$ cat config.mk
export PLATFORM = sky130hd
export DESIGN_NAME = axi4_stream_dest_extractor
export DESIGN_NICKNAME = d
export VERILOG_FILES = /design/src/rtl/axi4_stream_pkg.sv /design/src/rtl/axi4_stream_dest_check.sv /design/src/rtl/axi4_stream_dest_extractor.sv
export SDC_FILE = /design/constraint.sdc
export NUM_CORES = 1
export LEC_CHECK = 0
export CORE_AREA = 2 2 117 119
export DETAILED_ROUTE_END_ITERATION = 8
export DIE_AREA = 0 0 119 121
export HOLD_SLACK_MARGIN = 0.15
export PLACE_DENSITY = 0.81
export SKIP_LAST_GASP = 1
export SLEW_MARGIN = 20
export SYNTH_ARGS = -nofsm -noshare
export SYNTH_HDL_FRONTEND = slang
export SYNTH_SLANG_ARGS = --single-unit
$ cat constraint.sdc
create_clock -name clk -period 4.2 [get_ports clk]
set_clock_uncertainty 0.05 [all_clocks]
set_input_delay 0.42 -clock clk [delete_from_list [all_inputs] [get_ports clk]]
set_output_delay 0.42 -clock clk [all_outputs]
set_load 0.005 [all_outputs]
$ cat src/rtl/axi4_stream_pkg.sv
// Shared constants for the AXI4-Stream destination extractor: FSM state
// encodings, default widths, reset token value and debug-bus field positions.
package axi4_stream_pkg;

  localparam int DEST_WIDTH_DEFAULT = 2;
  localparam int DATA_WIDTH_DEFAULT = 64;

  typedef logic [1:0] state_t;

  localparam state_t STATE_IDLE = 2'd0;
  localparam state_t STATE_DEST = 2'd1;
  localparam state_t STATE_XFER = 2'd2;

  // Wide enough for any supported TDEST width; the top slices it down.
  localparam logic [31:0] TDEST_RESET_ALL = '1;

  localparam int DBG_STATE_LSB    = 0;
  localparam int DBG_BEAT_LSB     = 16;
  localparam int DBG_HS_LSB       = 32;
  localparam int DBG_MISMATCH_LSB = 80;

  function automatic logic [15:0] sat_inc16(input logic [15:0] value);
    return (value == 16'hFFFF) ? value : value + 16'd1;
  endfunction

endpackage

$ cat src/rtl/axi4_stream_dest_check.sv
// TDEST consistency checker: flags beats whose TDEST differs from the packet's
// token, with a sticky error flag and a saturating mismatch counter.
module axi4_stream_dest_check
  import axi4_stream_pkg::*;
#(
  parameter int C_AXIS_DEST_WIDTH = DEST_WIDTH_DEFAULT
) (
  input  logic                         clk,
  input  logic                         rst,
  input  logic                         check,
  input  logic [C_AXIS_DEST_WIDTH-1:0] s_dest,
  input  logic [C_AXIS_DEST_WIDTH-1:0] tdest,
  output logic                         dest_err,
  output logic [15:0]                  mismatch_count
);

  logic mismatch;

  assign mismatch = check && (s_dest != tdest);

  always_ff @(posedge clk) begin
    if (rst) begin
      dest_err       <= 1'b0;
      mismatch_count <= '0;
    end else if (mismatch) begin
      dest_err       <= 1'b1;
      mismatch_count <= sat_inc16(mismatch_count);
    end
  end

endmodule

$ cat src/rtl/axi4_stream_dest_extractor.sv
// Splits a TDEST-tagged AXI4-Stream into a one-word destination token followed
// by the untagged packet. Optional TDEST checker under AXI4_STREAM_DEST_CHECK_EN.
module axi4_stream_dest_extractor
  import axi4_stream_pkg::*;
#(
  parameter int C_AXIS_DEST_WIDTH = DEST_WIDTH_DEFAULT,
  parameter int C_AXIS_DATA_WIDTH = DATA_WIDTH_DEFAULT
) (
  input  logic                         clk,
  input  logic                         rst,
  input  logic                         S_AXIS_TVALID,
  output logic                         S_AXIS_TREADY,
  input  logic [C_AXIS_DATA_WIDTH-1:0] S_AXIS_TDATA,
  input  logic                         S_AXIS_TLAST,
  input  logic [C_AXIS_DEST_WIDTH-1:0] S_AXIS_TDEST,
  output logic                         M_AXIS_DEST_TVALID,
  input  logic                         M_AXIS_DEST_TREADY,
  output logic [C_AXIS_DEST_WIDTH-1:0] M_AXIS_DEST_TDATA,
  output logic                         M_AXIS_TVALID,
  input  logic                         M_AXIS_TREADY,
  output logic [C_AXIS_DATA_WIDTH-1:0] M_AXIS_TDATA,
  output logic                         M_AXIS_TLAST,
  output logic [31:0]                  pkt_count,
  output logic                         dest_err,
  output logic [127:0]                 debug
);

  localparam logic [C_AXIS_DEST_WIDTH-1:0] TDEST_RESET = TDEST_RESET_ALL[C_AXIS_DEST_WIDTH-1:0];

  state_t                         state;
  state_t                         state_next;
  logic [C_AXIS_DEST_WIDTH-1:0]   tdest;
  logic [15:0]                    beat_count;
  logic [15:0]                    mismatch_count;
  logic                           dest_hs;
  logic                           beat_hs;
  logic                           last_hs;

  // NOTE: sequential state uses non-blocking assignments so every register
  // samples pre-edge values regardless of process ordering.
  always_ff @(posedge clk) begin
    if (rst) state <= STATE_IDLE;
    else     state <= state_next;
  end

  // NOTE: every combinational output gets a default first, so no path can
  // leave it unassigned and infer a latch.
  always_comb begin
    state_next = STATE_IDLE;
    case (state)
      STATE_IDLE: state_next = S_AXIS_TVALID ? STATE_DEST : STATE_IDLE;
      STATE_DEST: state_next = dest_hs ? STATE_XFER : STATE_DEST;
      STATE_XFER: state_next = last_hs ? STATE_IDLE : STATE_XFER;
      default:    state_next = STATE_IDLE;
    endcase
  end

  // Handshakes are masked during reset so no beat is lost or double-counted
  // while the context is being dropped.
  always_comb begin
    S_AXIS_TREADY      = 1'b0;
    M_AXIS_TVALID      = 1'b0;
    M_AXIS_DEST_TVALID = 1'b0;
    if (!rst) begin
      case (state)
        STATE_DEST: M_AXIS_DEST_TVALID = 1'b1;
        STATE_XFER: begin
          M_AXIS_TVALID = S_AXIS_TVALID;
          S_AXIS_TREADY = M_AXIS_TREADY;
        end
        default: ;
      endcase
    end
  end

  assign dest_hs      = M_AXIS_DEST_TVALID & M_AXIS_DEST_TREADY;
  assign beat_hs      = M_AXIS_TVALID & M_AXIS_TREADY;
  assign last_hs      = beat_hs & S_AXIS_TLAST;
  assign M_AXIS_TDATA = S_AXIS_TDATA;
  assign M_AXIS_TLAST = S_AXIS_TLAST;
  assign M_AXIS_DEST_TDATA = tdest;

  always_ff @(posedge clk) begin
    if (rst) begin
      tdest      <= TDEST_RESET;
      beat_count <= '0;
      pkt_count  <= '0;
    end else begin
      if (state == STATE_IDLE && S_AXIS_TVALID) tdest <= S_AXIS_TDEST;
      if (last_hs) begin
        beat_count <= '0;
        pkt_count  <= pkt_count + 32'd1;
      end else if (beat_hs) begin
        beat_count <= sat_inc16(beat_count);
      end
    end
  end

`ifdef AXI4_STREAM_DEST_CHECK_EN
  axi4_stream_dest_check #(
    .C_AXIS_DEST_WIDTH(C_AXIS_DEST_WIDTH)
  ) u_dest_check (
    .clk           (clk),
    .rst           (rst),
    .check         (beat_hs),
    .s_dest        (S_AXIS_TDEST),
    .tdest         (tdest),
    .dest_err      (dest_err),
    .mismatch_count(mismatch_count)
  );
`else
  assign dest_err       = 1'b0;
  assign mismatch_count = '0;
`endif

  always_comb begin
    debug = '0;
    debug[DBG_STATE_LSB +: 2]     = state;
    debug[DBG_BEAT_LSB +: 16]     = beat_count;
    debug[DBG_HS_LSB +: 3]        = {last_hs, beat_hs, dest_hs};
    debug[DBG_MISMATCH_LSB +: 16] = mismatch_count;
  end

endmodule

=== After elaboration in Yosys (flattened, before gate mapping) ===
Index checks and enable logic that the tools add are counted.

* Word-level logic and storage cells: 27
* Output and inout port bits: 231
* Register bits: 52
* Bits of input ports: 72

* Equal/unequal tests: 3
* Muxes and demuxes: 10
* Add/sub/neg operators: 2
* Bitwise operators: 4
* Reduce and logical (&&, ||, !) cells: 4

{| class="wikitable"
|+ Operators with widths
! kind !! count
|-
| adder 32 x 1 -> 32 bit (second input constant) || 1
|-
| adder 16 x 1 -> 16 bit (second input constant) || 1
|-
| == test 16 bit (second input constant) || 1
|-
| 2-to-1 mux 1 bit || 7
|-
| one-hot mux 2 bit (3 select lines) || 1
|-
| 2-to-1 mux 2 bit || 2
|-
| AND 1 bit || 3
|-
| == test 2 x 1 -> 1 bit (second input constant) || 1
|-
| == test 2 bit (second input constant) || 1
|-
| logical NOT 2 bit || 1
|-
| AND reduction 2 bit || 1
|-
| OR reduction 2 bit || 1
|-
| logical AND 1 bit || 1
|-
| NOT 1 bit || 1
|}

=== Longest topological paths before layout ===
Gate-level depths: netlist of the first run.

* Depth in word-level cells: 7
* Depth in mapped cells: 7
* Mapped depth without buffers: 6

=== Worst setup path before layout of the first run ===
No wires, ideal clock.

* Path type: reg2reg
* Start point: register pkt_count[0]
* End point: register pkt_count[30]
* Cell stages (with the launch flop): 7
* Path buffers: 1
* Setup slack: 2426 ps
* Setup time: 71 ps
* Data arrival time: 1654 ps
* Clock period less this slack: 1774 ps
* Required time: 4079 ps
* Cells stage by stage: dfxtp_1 ha_1 and3_1 nand4_2 buf_2 or4_1 a21oi_1

* Word-level cells in the longest chain between the ends: 1

{| class="wikitable"
|+ RTL lines
! element !! line !! text
|-
| start: declaration || axi4_stream_dest_extractor.sv:23 || <nowiki>output logic [31:0] pkt_count,</nowiki>
|-
| start signal: assignment || axi4_stream_dest_extractor.sv:92 || <nowiki>pkt_count <= pkt_count + 32'd1;</nowiki>
|-
| adder 32 x 1 -> 32 bit || axi4_stream_dest_extractor.sv:92 ||
|}

Every way passes these cells.
A chain may end at the register's enable or synchronous reset.

=== Final worst setup path of the first run ===
* Start point: input port S_AXIS_TVALID
* End point: output port debug[33]

* Word-level cells in the longest chain between the ends: 3

{| class="wikitable"
|+ RTL lines
! element !! line !! text
|-
| start: declaration || axi4_stream_dest_extractor.sv:11 || <nowiki>input logic S_AXIS_TVALID,</nowiki>
|-
| 2-to-1 mux 1 bit || axi4_stream_dest_extractor.sv:65 || <nowiki>case (state)</nowiki>
|-
| 2-to-1 mux 1 bit || axi4_stream_dest_extractor.sv:64 || <nowiki>if (!rst) begin</nowiki>
|-
| AND 1 bit || axi4_stream_dest_extractor.sv:77 || <nowiki>assign beat_hs = M_AXIS_TVALID & M_AXIS_TREADY;</nowiki>
|-
| end: declaration || axi4_stream_dest_extractor.sv:25 || <nowiki>output logic [127:0] debug</nowiki>
|}

Every way passes these cells.

==> flow_summary_export.csv, run 1 <==
group,metric,value,unit
finish,final_cell_mix,"108 x conb_1, 66 x clkdlybuf4s50_1, 52 x dfxtp_1, 38 x a21oi_1",
power,power.density,252,nW/um^2
drt,wl,8740,um
logic_synthesis,synth.avg_cell_area,8.21,um^2
cts,cts_setup_buffers,0,
global_routing,gr-usage-all-layers,0.116,
cts,cts-root-buf,"clkbuf_16",
place,portBuffers,66,
sta,fin_setup_tns,0,ns
logic_synthesis,syn_inst,484,
setup_path,worstRegToRegCells,5,
finish,nets,547,
cts,cts_resized,0,
drt,ant_nets,0,
cts,cts_tree,"built",
logic_synthesis,synthArstFlopShare,0,
global_routing,overflow,0,
cts,cts_max_level,2,
power,swShare,0.261,
drt,vias,3019,
die,pin_count,303,
cts,clk_pin_slew,0.08,ns
logic_synthesis,yosysWarnings,0,
finish,fin_cells,650,
global_routing,grt_max_degree,42,
global_routing,grt_pass1_vias,2610,
setup_path,start_kind,"input port",
hold_path,worst_hold_path.num_cells,2,
setup_path,critical_path_class,"in2out",
power,power.total,1010,uW
sta,finalCritPeriodShare,0.636,
sta,hold_violations,0,
power,seq_power_share,0.496,
cts,ctsHoldBuffers,0,
cts,cts_sinks,52,
die,design.core.area,13100,um^2
logic_synthesis,synth_cell_types,44,
power,ir_drop,0.000148,V
sta,min_period,2.67,ns
place,place.gp.congestion,0.793,
drt,wl_per_cell,13.4,um
drt,drc_errors,0,
hold_path,hold_path.class,"reg2reg",
finish,final_common_cell,"conb_1",
cts,numCtsBuffers,5,
setup_path,cp-end-kind,"primary output",
drt,drt-pass1-iter-count,4,
drt,drt_iter0_drc,95,
cts,clock_latency,0.30,ns
sta,tightest_slew,0.582,ns
global_routing,grt_pass1_wl,13500,um
hold_path,holdPathEnd,"pkt_count[31]$_SDFFE_PP0P_",
setup_path,critPathRequiredTime,3.73,ns
finish,drive_above_1_share,0.0422,
cts,cts_buffer_depth,2,
setup_path,r2r-start,"state[1]$_SDFF_PP0_",
drt,via_per_inst,4.64,
logic_synthesis,seq_area_frac_synth,0.262,
global_routing,antenna_found_initial,0,
logic_synthesis,synth_edf_count,0,
setup_path,arrival,2.20,ns
place,dpl.cell_count,642,
die,initial_core_util,0.304,
sta,fmax,374,MHz
sta,finalSetupViolations,0,
place,hpwlAfterDp,6520,um
power,combinationalPowerShare,0.069,
setup_path,r2r-end,"pkt_count[31]$_SDFFE_PP0P_",
die,rows,42,
sta,grt_setup_unrepaired,"no",
flow_run,maxCapViolations,0,
logic_synthesis,ys.flop_type,"dfxtp_1",
setup_path,cp_max_fo,17,
logic_synthesis,netlist_area,3970,um^2
hold_path,holdCritStartpoint,"pkt_count[31]$_SDFFE_PP0P_",
die,die_h,121,um
power,switchingPower,264,uW
finish,antennaDiodeCount,0,
status,outcome,"complete, no violations",
power,clkPwrFrac,0.435,
logic_synthesis,synth_seq_cells,52,
sta,drv_slew,0,
setup_path,rrSetupSlack,2.06,ns
power,power.leakage,0.00143,uW
die,die_w,119,um
power,internal_power,746,uW
die,fp.dieArea,14400,um^2
finish,area_growth,0.976,%
sta,relSlewSlack,0.609,
worst max path at each step:
stage	from	end	cells after the start
2_1_floorplan	pkt_count[0]$_SDFFE_PP0P_	pkt_count[30]$_SDFFE_PP0P_	6
3_3_place_gp	M_AXIS_TREADY	pkt_count[29]$_SDFFE_PP0P_	5
3_5_place_dp	M_AXIS_TREADY	pkt_count[29]$_SDFFE_PP0P_	5
4_1_cts	S_AXIS_TVALID	debug[33]	6
5_1_grt	S_AXIS_TVALID	debug[33]	6
6_report	S_AXIS_TVALID	debug[33]	6
flip-flops by register name, indices dropped and copies added (netlist names):
name	count
M_AXIS_DEST_TDATA	2
beat_count	16
pkt_count	32
state	2
Yosys cell counts (2+ instances only):
| cell | count | area share |
|---|---|---|
| xor2_1 | 4 | 0.0088 |
| or3_1 | 9 | 0.014 |
| or4_1 | 23 | 0.043 |
| nand3_1 | 15 | 0.019 |
| nor3_1 | 7 | 0.0088 |
| nor2b_1 | 2 | 0.0031 |
| o31ai_1 | 23 | 0.043 |
| nand4_1 | 17 | 0.027 |
| nand2_1 | 21 | 0.020 |
| nor2_1 | 14 | 0.013 |
| buf_4 | 179 | 0.34 |
| mux2i_1 | 3 | 0.0076 |
| and2_1 | 3 | 0.0047 |
| a21oi_1 | 38 | 0.048 |
| clkbuf_1 | 8 | 0.0076 |
| nor3b_1 | 3 | 0.0057 |
| buf_2 | 3 | 0.0038 |
| a211o_1 | 2 | 0.0044 |
| nor4_1 | 2 | 0.0031 |
| nand4_2 | 3 | 0.0094 |
| ha_1 | 2 | 0.0063 |
| dfxtp_1 | 52 | 0.26 |
| and4_1 | 8 | 0.018 |
| o21ai_0 | 11 | 0.014 |
| xnor2_1 | 4 | 0.0088 |
| inv_1 | 6 | 0.0057 |
| and3_1 | 4 | 0.0063 |
| or2_2 | 2 | 0.0031 |
metal layers:
metal,share of wire,global-route usage
met1,0.40,0.131
met5,0,0
met3,0.080,0.0409
met2,0.49,0.192
met4,0.034,0.0625
per-stage QoR:
step,setup slack [ns],area (um^2),hold slack [ns],util
final,1.53,4010,0.449,0.307
after global routing,1.39,4010,0.480,0.307
after CTS,1.53,4010,0.444,0.307
after detailed placement,1.43,3860,0.423,0.295
after global placement,1.45,3860,0.428,0.295
after floorplan,2.43,4380,0.418,-
worst max-delay path: stages:
cell             delay, ns
clkdlybuf4s50_1       0.54
nand4bb_4             0.18
clkinv_2              0.24
nand2_1               0.17
inv_1                 0.12
clkdlybuf4s50_1       0.52
cells by family (layout without fill, tap and decap cells):
| kind of cell | after synthesis | count (layout) | share of synthesized area |
|---|---|---|---|
| compound gates | 81 | 81 | 0.125 |
| xor+xnor | 8 | 8 | 0.0176 |
| fa+ha+maj | 2 | 2 | 0.00630 |
| buf+inv | 199 | 82 | 0.360 |
| flops | 52 | 52 | 0.262 |
| mux | 3 | 3 | 0.00756 |
| other cells | 1 | 108 | 0.000944 |
| simple gates | 138 | 138 | 0.220 |
power by group through the flow:
stage,Clock [uW],Combinational (uW),Sequential (uW)
after floorplan,0,169,511
after global placement,0,67.9,513
after detailed placement,0,68.3,513
after CTS,452,68.6,501
after global routing,463,79.9,501
final,439,70.0,501
layout make-up:
type,instances,area [um^2]
inverters,7,27.5
clock buffers,5,125
flip-flops and latches,52,1040
repair buffers,67,668
well taps,176,220
clock inverters,3,27.5
fillers,1392,9070
multi-input cells,340,1900
(Power assumes the default switching activity.)
==> run 2: changes to the inputs <==
==> constraint.sdc (replaced) <==
create_clock -name clk -period 2.5 [get_ports clk]
set_clock_uncertainty 0.05 [all_clocks]
set_input_delay 0.25 -clock clk [delete_from_list [all_inputs] [get_ports clk]]
set_output_delay 0.25 -clock clk [all_outputs]
set_load 0.005 [all_outputs]
==> flow_summary_export.csv, run 2 (synthesis results as in run 1) <==
group,metric,value,unit
cts,cts_max_level,2,
setup_path,start_kind,"flip-flop",
finish,multi_input_area,1900,um^2
cts,clk_pin_slew,0.07,ns
setup_path,cp_slowest_cell,"dfxtp_1",
die,die_w,119,um
global_routing,grt_max_degree,42,
setup_path,worstPathCellList,"nand4bb_4 -> clkinv_2 -> nand2_1 -> inv_1 -> clkdlybuf4s50_1",
finish,nets,553,
drt,drc_errors,0,
power,power.leakage,0.00146,uW
sta,grt_setup_unrepaired,"no",
finish,final_common_cell,"conb_1",
finish,top_register,"pkt_count",
cts,ctsHoldBuffers,0,
cts,cts_sinks,52,
drt,wl,8660,um
sta,hold_violations,0,
place,placed_area,3910,um^2
cts,cts_tree,"built",
finish,drive_above_1_share,0.0521,
die,rows,42,
power,ir_drop,0.000306,V
die,initial_core_util,0.304,
cts,cts_setup_buffers,0,
finish,antennaDiodeCount,0,
setup_path,critical_path.top_delay_family,"buffers and inverters",
die,pin_count,303,
power,power.density,432,nW/um^2
cts,cts-root-buf,"clkbuf_16",
setup_path,cp_max_fo,11,
sta,drv_slew,0,
finish,largest_reg_flops,32,
drt,wl_per_cell,13.2,um
place,hpwlAfterDp,6550,um
setup_path,arrival,2.00,ns
finish,ff_latch_area,1040,um^2
setup_path,cp.buffers_inverters,3,
sta,fmax,434,MHz
place,portBuffers,66,
setup_path,critPathRequiredTime,2.20,ns
drt,vias,3008,
cts,numCtsBuffers,5,
place,place.gp.congestion,0.807,
die,fp.dieArea,14400,um^2
finish,final_cell_mix,"108 x conb_1, 66 x clkdlybuf4s50_1, 52 x dfxtp_1, 38 x a21oi_1",
sta,relSlewSlack,0.604,
cts,clock_latency,0.29,ns
cts,cts_buffer_depth,2,
drt,via_per_inst,4.59,
global_routing,grt_pass1_vias,2485,
sta,fin_setup_tns,0,ns
drt,ant_nets,0,
global_routing,gr-usage-all-layers,0.112,
setup_path,cp-end-kind,"primary output",
flow_run,maxCapViolations,0,
sta,finalSetupViolations,0,
die,die_h,121,um
hold_path,hold_path.class,"reg2reg",
finish,nFillCells,1397,
sta,whs,0.439,ns
global_routing,grt_pass1_wl,13100,um
cts,cts_resized,0,
status,outcome,"complete, no violations",
sta,min_period,2.30,ns
global_routing,overflow,0,
finish,design_area,4070,um^2
global_routing,antenna_found_initial,0,
setup_path,critical_path_class,"reg2out",
finish,largestRegisters,"pkt_count x32, beat_count x16",
finish,area_growth,2.39,%
drt,drt-pass1-iter-count,4,
sta,finalCritPeriodShare,0.922,
sta,tightest_slew,0.589,ns
drt,drt_iter0_drc,110,
setup_path,slowest_delay,0.56,ns
die,design.core.area,13100,um^2
==> run 2: layer usage <==
metal / global-route usage / vias up / share of wire
li1: - / 1427 / -
met1: 0.133 / 1387 / 0.41
met2: 0.182 / 155 / 0.47
met3: 0.0414 / 39 / 0.091
met4: 0.0506 / 0 / 0.033
met5: 0 / - / 0
==> run 2: per-stage QoR <==
stage                     power [uW]  std cells  utilization  worst slack [ns]
after detailed placement         980        648        0.298             0.165
after floorplan                 1140        591            -             0.726
after global routing            1820        656        0.311            0.0225
final                           1760        656        0.311             0.195
after CTS                       1780        656        0.311             0.153
after global placement           979        648        0.298             0.171
==> run 2: area by class of cell <==
class | count | share of cell area
tap | 176 | 0.0541
sequential | 52 | 0.256
inverter | 7 | 0.00677
timing repair buffer | 73 | 0.175
multi-input combinational | 340 | 0.468
clock inverter | 2 | 0.00861
clock buffer | 6 | 0.0317
==> run 2: final timing paths <==
kind	start	end	slack, ns	cells after the start
setup / recovery	state[1]$_SDFF_PP0_	debug[33]	0.20	5
hold / removal	beat_count[15]$_SDFFE_PP0P_	beat_count[15]$_SDFFE_PP0P_	0.44	2
setup reg to reg	state[1]$_SDFF_PP0_	pkt_count[11]$_SDFFE_PP0P_	0.38	6
hold reg to reg	beat_count[15]$_SDFFE_PP0P_	beat_count[15]$_SDFFE_PP0P_	0.44	2
==> run 2: worst reg2reg max path, delay by kind of cell, from the launching register on <==
kind	cells	cell delay (ns)
flip-flops	1	0.56
buffers and inverters	2	0.38
AND/OR/NAND/NOR	3	0.92
AO/OA/AOI/OAI	1	0.14
==> run 2: power by group <==
group	switching [uW]	internal (uW)	total [uW]
clock	320	472	793
sequential	8.65	834	842
combinational	79.4	41.9	121
total	408	1350	1760
==> run 3: changes to the inputs <==
--- a/config.mk
+++ b/config.mk
@@ -6,6 +6,7 @@
 export NUM_CORES = 1
 export LEC_CHECK = 0
 export CORE_AREA = 2 2 117 119
+export CTS_CLUSTER_DIAMETER = 120
 export DETAILED_ROUTE_END_ITERATION = 8
 export DIE_AREA = 0 0 119 121
 export HOLD_SLACK_MARGIN = 0.15
==> results of run 3 <==
Same layout as run 2: the final DEF is identical, and so are final timing and power.
